==> src/rtl/if_stage.sv <==
// ---------------------------------------------------------------------------
// if_stage -- instruction-fetch stage.
//
// Holds the program counter and fetches one 32-bit instruction at a time
// from instruction memory over a req/ack handshake. The fetched word is
// handed to decode over a valid/ready handshake. A redirect (taken branch,
// J/JAL/JR target) replaces sequential PC+4 flow and squashes any in-flight
// fetch.
//
// Ports
//   CLK, RST           clock (rising edge), async active-low reset
//   Imem_Req/Addr      fetch request and byte address to instruction memory
//   Imem_Ack/Rdata     memory response; Rdata valid only with Ack
//   Ins, PC_Out, PC4   instruction to decode, its address, and address+4
//   Ins_Valid/Ready    decode handshake
//   Redirect/_Target   new fetch PC; target bits [1:0] are ignored
//
// All outputs come from flops or from the state register only.
// ---------------------------------------------------------------------------
module if_stage #(
    parameter logic [31:0] RESET_PC = 32'h0000_0000
) (
    input  logic        CLK,
    input  logic        RST,
    output logic        Imem_Req,
    output logic [31:0] Imem_Addr,
    input  logic        Imem_Ack,
    input  logic [31:0] Imem_Rdata,
    output logic [31:0] Ins,
    output logic        Ins_Valid,
    input  logic        Ins_Ready,
    output logic [31:0] PC_Out,
    output logic [31:0] PC4,
    input  logic        Redirect,
    input  logic [31:0] Redirect_Target
);

    typedef enum logic [1:0] {
        S_IDLE  = 2'd0,
        S_FETCH = 2'd1,
        S_HOLD  = 2'd2,
        S_DRAIN = 2'd3
    } state_t;

    state_t      state_q, state_d;
    logic [31:0] pc_q, pc_d;          // address of the current/next fetch
    logic [31:0] tgt_q, tgt_d;        // redirect target saved while draining
    logic [31:0] ins_q, ins_d;
    logic [31:0] pc_out_q, pc_out_d;
    logic [31:0] redir_pc;

    assign redir_pc = {Redirect_Target[31:2], 2'b00};

    always_comb begin
        state_d  = state_q;
        pc_d     = pc_q;
        tgt_d    = tgt_q;
        ins_d    = ins_q;
        pc_out_d = pc_out_q;
        unique case (state_q)
            S_IDLE: state_d = S_FETCH;
            S_FETCH: begin
                if (Imem_Ack && !Redirect) begin
                    ins_d    = Imem_Rdata;
                    pc_out_d = pc_q;
                    state_d  = S_HOLD;
                end else if (Imem_Ack && Redirect) begin
                    // Response belongs to the squashed path; refetch at target.
                    pc_d = redir_pc;
                end else if (Redirect) begin
                    // Request is outstanding and cannot be withdrawn.
                    tgt_d   = redir_pc;
                    state_d = S_DRAIN;
                end
            end
            S_HOLD: begin
                if (Redirect) begin
                    pc_d    = redir_pc;
                    state_d = S_FETCH;
                end else if (Ins_Ready) begin
                    pc_d    = pc_q + 32'd4;
                    state_d = S_FETCH;
                end
            end
            S_DRAIN: begin
                if (Redirect) tgt_d = redir_pc;
                if (Imem_Ack) begin
                    // Latest redirect wins, including one on the ack edge.
                    pc_d    = Redirect ? redir_pc : tgt_q;
                    state_d = S_FETCH;
                end
            end
            default: state_d = S_IDLE;
        endcase
    end

    always_ff @(posedge CLK or negedge RST) begin
        if (!RST) begin
            state_q  <= S_IDLE;
            pc_q     <= RESET_PC;
            tgt_q    <= 32'h0;
            ins_q    <= 32'h0;
            pc_out_q <= RESET_PC;
        end else begin
            state_q  <= state_d;
            pc_q     <= pc_d;
            tgt_q    <= tgt_d;
            ins_q    <= ins_d;
            pc_out_q <= pc_out_d;
        end
    end

    // pc_q only moves on an ack or outside a request, so the address is
    // held for the whole life of a request.
    assign Imem_Req  = (state_q == S_FETCH) || (state_q == S_DRAIN);
    assign Imem_Addr = pc_q;
    assign Ins       = ins_q;
    assign Ins_Valid = (state_q == S_HOLD);
    assign PC_Out    = pc_out_q;
    assign PC4       = pc_out_q + 32'd4;

endmodule

==> config.mk <==
export PLATFORM = sky130hd
export DESIGN_NAME = if_stage
export DESIGN_NICKNAME = d
export VERILOG_FILES = /design/src/rtl/if_stage.sv
export SDC_FILE = /design/constraint.sdc
export NUM_CORES = 1
export LEC_CHECK = 0
export BUFFER_PORTS_ARGS = -buffer_cell sky130_fd_sc_hd__buf_4
export CELL_PAD_IN_SITES_DETAIL_PLACEMENT = 1
export CELL_PAD_IN_SITES_GLOBAL_PLACEMENT = 1
export CORE_ASPECT_RATIO = 1.2
export CORE_MARGIN = 2
export CORE_UTILIZATION = 40
export DETAILED_ROUTE_END_ITERATION = 8
export GPL_ROUTABILITY_DRIVEN = 0
export HOLD_SLACK_MARGIN = 0.03
export PLACE_DENSITY = 0.84
export SETUP_SLACK_MARGIN = 0.02
export SYNTH_ARGS = -nofsm -noshare
export SYNTH_HDL_FRONTEND = slang
export SYNTH_SLANG_ARGS = --single-unit
==> constraint.sdc <==
create_clock -name CLK -period 2.53 [get_ports CLK]
set_clock_uncertainty 0.15 [all_clocks]
set_input_delay 0.1265 -clock CLK [delete_from_list [all_inputs] [get_ports CLK]]
set_output_delay 0.1265 -clock CLK [all_outputs]
set_load 0.1 [all_outputs]
== Word-level counts from Yosys, hierarchy flattened ==
Index checks and enable logic that the tools add are counted.
Storage, ports and cells
  register bits after elaboration: 130
  bits of input ports: 69
  output and inout port bits: 130
  logic and storage cells: 45
Operators by class
  add/subtract/negate cells: 2
  equality and inequality tests: 10
  mux-type cells: 17
  reduce and logical (&&, ||, !) cells: 11
Operators with widths (number)
  two-way mux 32 bit: 8
  one-hot mux 32 bit (3 select lines): 1
  adder 32 x 3 -> 32 bit (second input constant): 2
  one-hot mux 32 bit (2 select lines): 1
  two-way mux 2 bit: 6
  != test 2 bit (second input constant): 4
  one-hot mux 2 bit (4 select lines): 1
  != test 3 bit (second input constant): 2
  AND reduction 5 bit: 1
  equality test 2 bit (second input constant): 2
  AND reduction 4 bit: 1
  != test 3 x 1 -> 1 bit (second input constant): 1
  AND reduction 3 bit: 1
  nonzero test 3 bit: 1
  equality test 2 x 1 -> 1 bit (second input constant): 1
  logical AND 1 bit: 2
  zero test 2 bit: 1
  AND reduction 2 bit: 1
  nonzero test 2 bit: 1
  zero test 1 bit: 1
  logical OR 1 bit: 1

== Logic depth before layout (Yosys ltp) ==
  depth in word-level cells: 4
  gate-level depth with buffers: 8

== Worst setup path after synthesis ==
No wires, ideal clock.
  kind: register to output
  start: register pc_out_q[12], in the netlist PC_Out[12]
  end: output PC4[31]
  data arrival time: 3729 ps
  setup slack: -1475 ps
  cell stages (with the launch flop): 6
  path buffers: 0
  cell sequence: dfrtp_1 nand4_2 or4_4 nor4_4 nand3_1 xnor2_1
Between the ends
  cells in the longest elaborated chain, start to end: 1
RTL lines
  start, declared: RTL line 49  | logic [31:0] pc_out_q, pc_out_d;
  start signal, assigned: RTL line 109  | pc_out_q <= pc_out_d;
  adder 32 x 3 -> 32 bit: RTL line 120  | assign PC4 = pc_out_q + 32'd4;
  end, declared: RTL line 33  | output logic [31:0] PC4,
No other way between the ends.

== Final worst setup path ==
  start: register pc_out_q[20], in the netlist PC_Out[20]
  end: output PC4[30]
The elaborated chain is that of the path after synthesis.

==> impl_metrics.yaml <==
place:
  place_area_um2: 9120
  dp_slack_ps: 137
  place_inst: 1016
  post-dp-hpwl_um: 17200
  io_buffers: 196
global_route:
  grt_max_degree: 57
  antenna_found_initial: 1
  grt_pass1_wl_um: 45000
  overflow: 0
  track_usage: 0.336
  first_global_vias: 7440
synthesis:
  ys_types: 62
  synth_area_per_cell_um2: 10.9
  syn-cell-area_um2: 6730
  ys_seq_area_frac: 0.484
  synth_warnings: 0
  synthesis.nets: 688
  async_flop_share: 1.00
  synth_flop_cell: "dfrtp_1"
  ys_ff_latch: 130
  netlist_instances: 617
  synth_edf_count: 0
power_and_ir_drop:
  power.density_nw_per_um2: 1510
  ir_drop_mv: 0.654
  leakage_uw: 0.00474
  fin_total_pwr_uw: 16300
flow_run:
  cap_violations: 0
setup_path:
  cpLargestDelayFamily: "simple AND/OR/NAND/NOR gates"
  arrival_ps: 2410
  slowest_delay_ps: 630
  r2r-start: "state_q[0]$_DFFE_PN0P_"
  worstPathCellList: "nand3_2 > or4_4 > nor4_4 > nand2_2 > xnor2_4 > buf_12"
  r2r_slack_ps: 100
  reg2reg_to: "Imem_Addr[24]$_DFFE_PN0P_"
  worst-r2r-cell-count: 6
  worstPathMaxFanout: 3
  path_buf_inv: 1
  crit_type: "register to primary output"
  cp_slowest_cell: "or4_4"
  start_kind: "register"
  crit_path_end_kind: "primary output"
  cp.required_ps: 2250
clock_tree:
  htree_levels: 4
  clock_latency_ps: 440
  cts_root_buf: "clkbuf_16"
  cts.sinks: 130
  clk_pin_slew_ps: 70
  cts_buffers: 17
  cts_buffer_depth: 2
  cts_tree: "done"
die:
  boundaryPins: 199
  die_y_um: 146
  die_w_um: 122
  core_um2: 16300
  start_util: 0.412
  num_rows: 51
  die_area_um2: 17900
cells_and_area:
  final_cells: 1139
  fin_nets: 984
  final_cell_area_um2: 10800
  fill_cells: 1641
  drive_gt1_frac: 0.510
  syn_to_final_growth_pct: 60.9
sta:
  fmax_mhz: 372
  rsz0062_at_grt: "true"
  slew_headroom: 0.474
  post-route-period-util: 1.06
  fin_crit_ps: 2690
  final-setup-viol-count: 12
  hold_viol_final: 0
  tightest_slew_ps: 789
  slew_viol_final: 0
  fin_ws_ps: -158
route:
  viasPerCell: 6.03
  drc: 0
  wl_per_cell_um: 27.4
  finalWirelength_um: 31200
  ant_nets: 0
  firstDrtPassIters: 5
  drtIter0Drc: 610
  vias: 6864
outcome:
  status: "complete, but fails checks"
  violations: "setup timing"
worst_hold_path:
  holdCritPathClass: "input pin to asynchronous set/reset pin"
kinds of logic (layout without fill, tap and decap cells):
logic type	after synthesis	in the layout	share of synthesized area
AO/OA/AOI/OAI	122	122	0.116
XOR/XNOR	42	42	0.0547
adder cells (fa/ha/maj)	2	2	0.00372
buffers and inverters	43	352	0.0294
flip-flops	130	130	0.484
multiplexers	95	95	0.159
other	0	1	0
AND/OR/NAND/NOR	183	183	0.154
layout make-up:
type                            instances  area [µm²]  area share
Inverter                                8        30.0     0.00277
Timing Repair Buffer                  312        2790       0.258
Multi-Input combinational cell        444        3840       0.355
Sequential cell                       130        3350       0.309
Tap cell                              212         265      0.0245
Clock inverter                         13         101     0.00937
Antenna cell                            1        2.50    0.000231
Clock buffer                           19         443      0.0409
metal layers:
layer	routed length (µm)	part of all wire	vias to the layer above	GRT usage
met5	0	0	-	0
met1	11500	0.37	3460	0.392
met2	15900	0.51	420	0.577
li1	-	-	2849	-
met4	1760	0.056	0	0.193
met3	1970	0.063	135	0.0531
worst reg2reg max path, stage by stage, from the launching register on:
cell      delay, ps
dfrtp_1         460
buf_4           220
and3b_1         440
a22oi_1         290
nor2_1           70
a221oi_1        360
o21ai_0         260
flip-flops by register name, summed over array words and instances, names as in the netlist:
name	flops
Imem_Addr	32
state_q	2
PC_Out	32
tgt_q	32
Ins	32
repair_timing:
action	in CTS	in global routing
pin swaps	11	10
setup buffers	13	11
gates resized for setup	50	20
hold buffers	66	0
endpoints found under the hold margin	199	0
setup endpoints to repair	15	22
worst max path at each step:
stage | from | end | slack (ps) | cells past startpoint
final | PC_Out[20]$_DFFE_PN0P_ | PC4[30] | -160 | 6
after floorplan | PC_Out[18]$_DFFE_PN0P_ | PC4[25] | -190 | 5
after global routing | PC_Out[18]$_DFFE_PN0P_ | PC4[31] | -270 | 6
after CTS | PC_Out[11]$_DFFE_PN0P_ | PC4[31] | -120 | 6
after global placement | PC_Out[19]$_DFFE_PN0P_ | PC4[29] | 200 | 6
after detailed placement | PC_Out[19]$_DFFE_PN0P_ | PC4[27] | 140 | 6
synth_stat cells, types with 8 or more instances:
master / n / share of area
xor2_1: 17 / 0.022
nor2_1: 35 / 0.020
buf_2: 19 / 0.014
clkbuf_1: 10 / 0.0056
o21ai_0: 45 / 0.033
nand4_1: 13 / 0.012
a221oi_1: 13 / 0.017
mux2_2: 88 / 0.15
dfrtp_1: 130 / 0.48
and3_1: 13 / 0.012
a21oi_1: 20 / 0.015
a22oi_1: 8 / 0.0089
xnor2_1: 25 / 0.033
nand3_1: 33 / 0.025
nand2_1: 46 / 0.026
power by group:
group	internal [µW]	switching (µW)	leakage [µW]
Clock	1290	1080	0.000258
Combinational	2630	7440	0.00296
Sequential	2800	1060	0.00152
placed cells by master, fill, tap and decap left out, types with 8 or more instances in the layout:
cell | Yosys | final
nand4_1 | 13 | 13
a21oi_1 | 20 | 20
clkbuf_16 | 0 | 17
xor2_1 | 17 | 11
dlygate4sd3_1 | 0 | 66
buf_4 | 3 | 218
and3_1 | 13 | 11
nand2_1 | 46 | 40
a22oi_1 | 8 | 8
dfrtp_2 | 0 | 20
xnor2_4 | 0 | 13
buf_12 | 0 | 20
xnor2_2 | 0 | 9
dfrtp_1 | 130 | 92
nor2_1 | 35 | 31
o21ai_0 | 45 | 45
mux2_2 | 88 | 88
a221oi_1 | 13 | 13
dfrtp_4 | 0 | 18
nand3_1 | 33 | 26
metrics by stage:
step | util | hold WS, ps | TNS [ps]
after detailed placement | 0.558 | -7.97 | 0
after floorplan | - | -319 | -1170
final | 0.662 | 93.5 | -1320
after CTS | 0.651 | 117 | -381
after global placement | 0.558 | -20.4 | 0
after global routing | 0.662 | 133 | -2170
(Power assumes the default switching activity.)
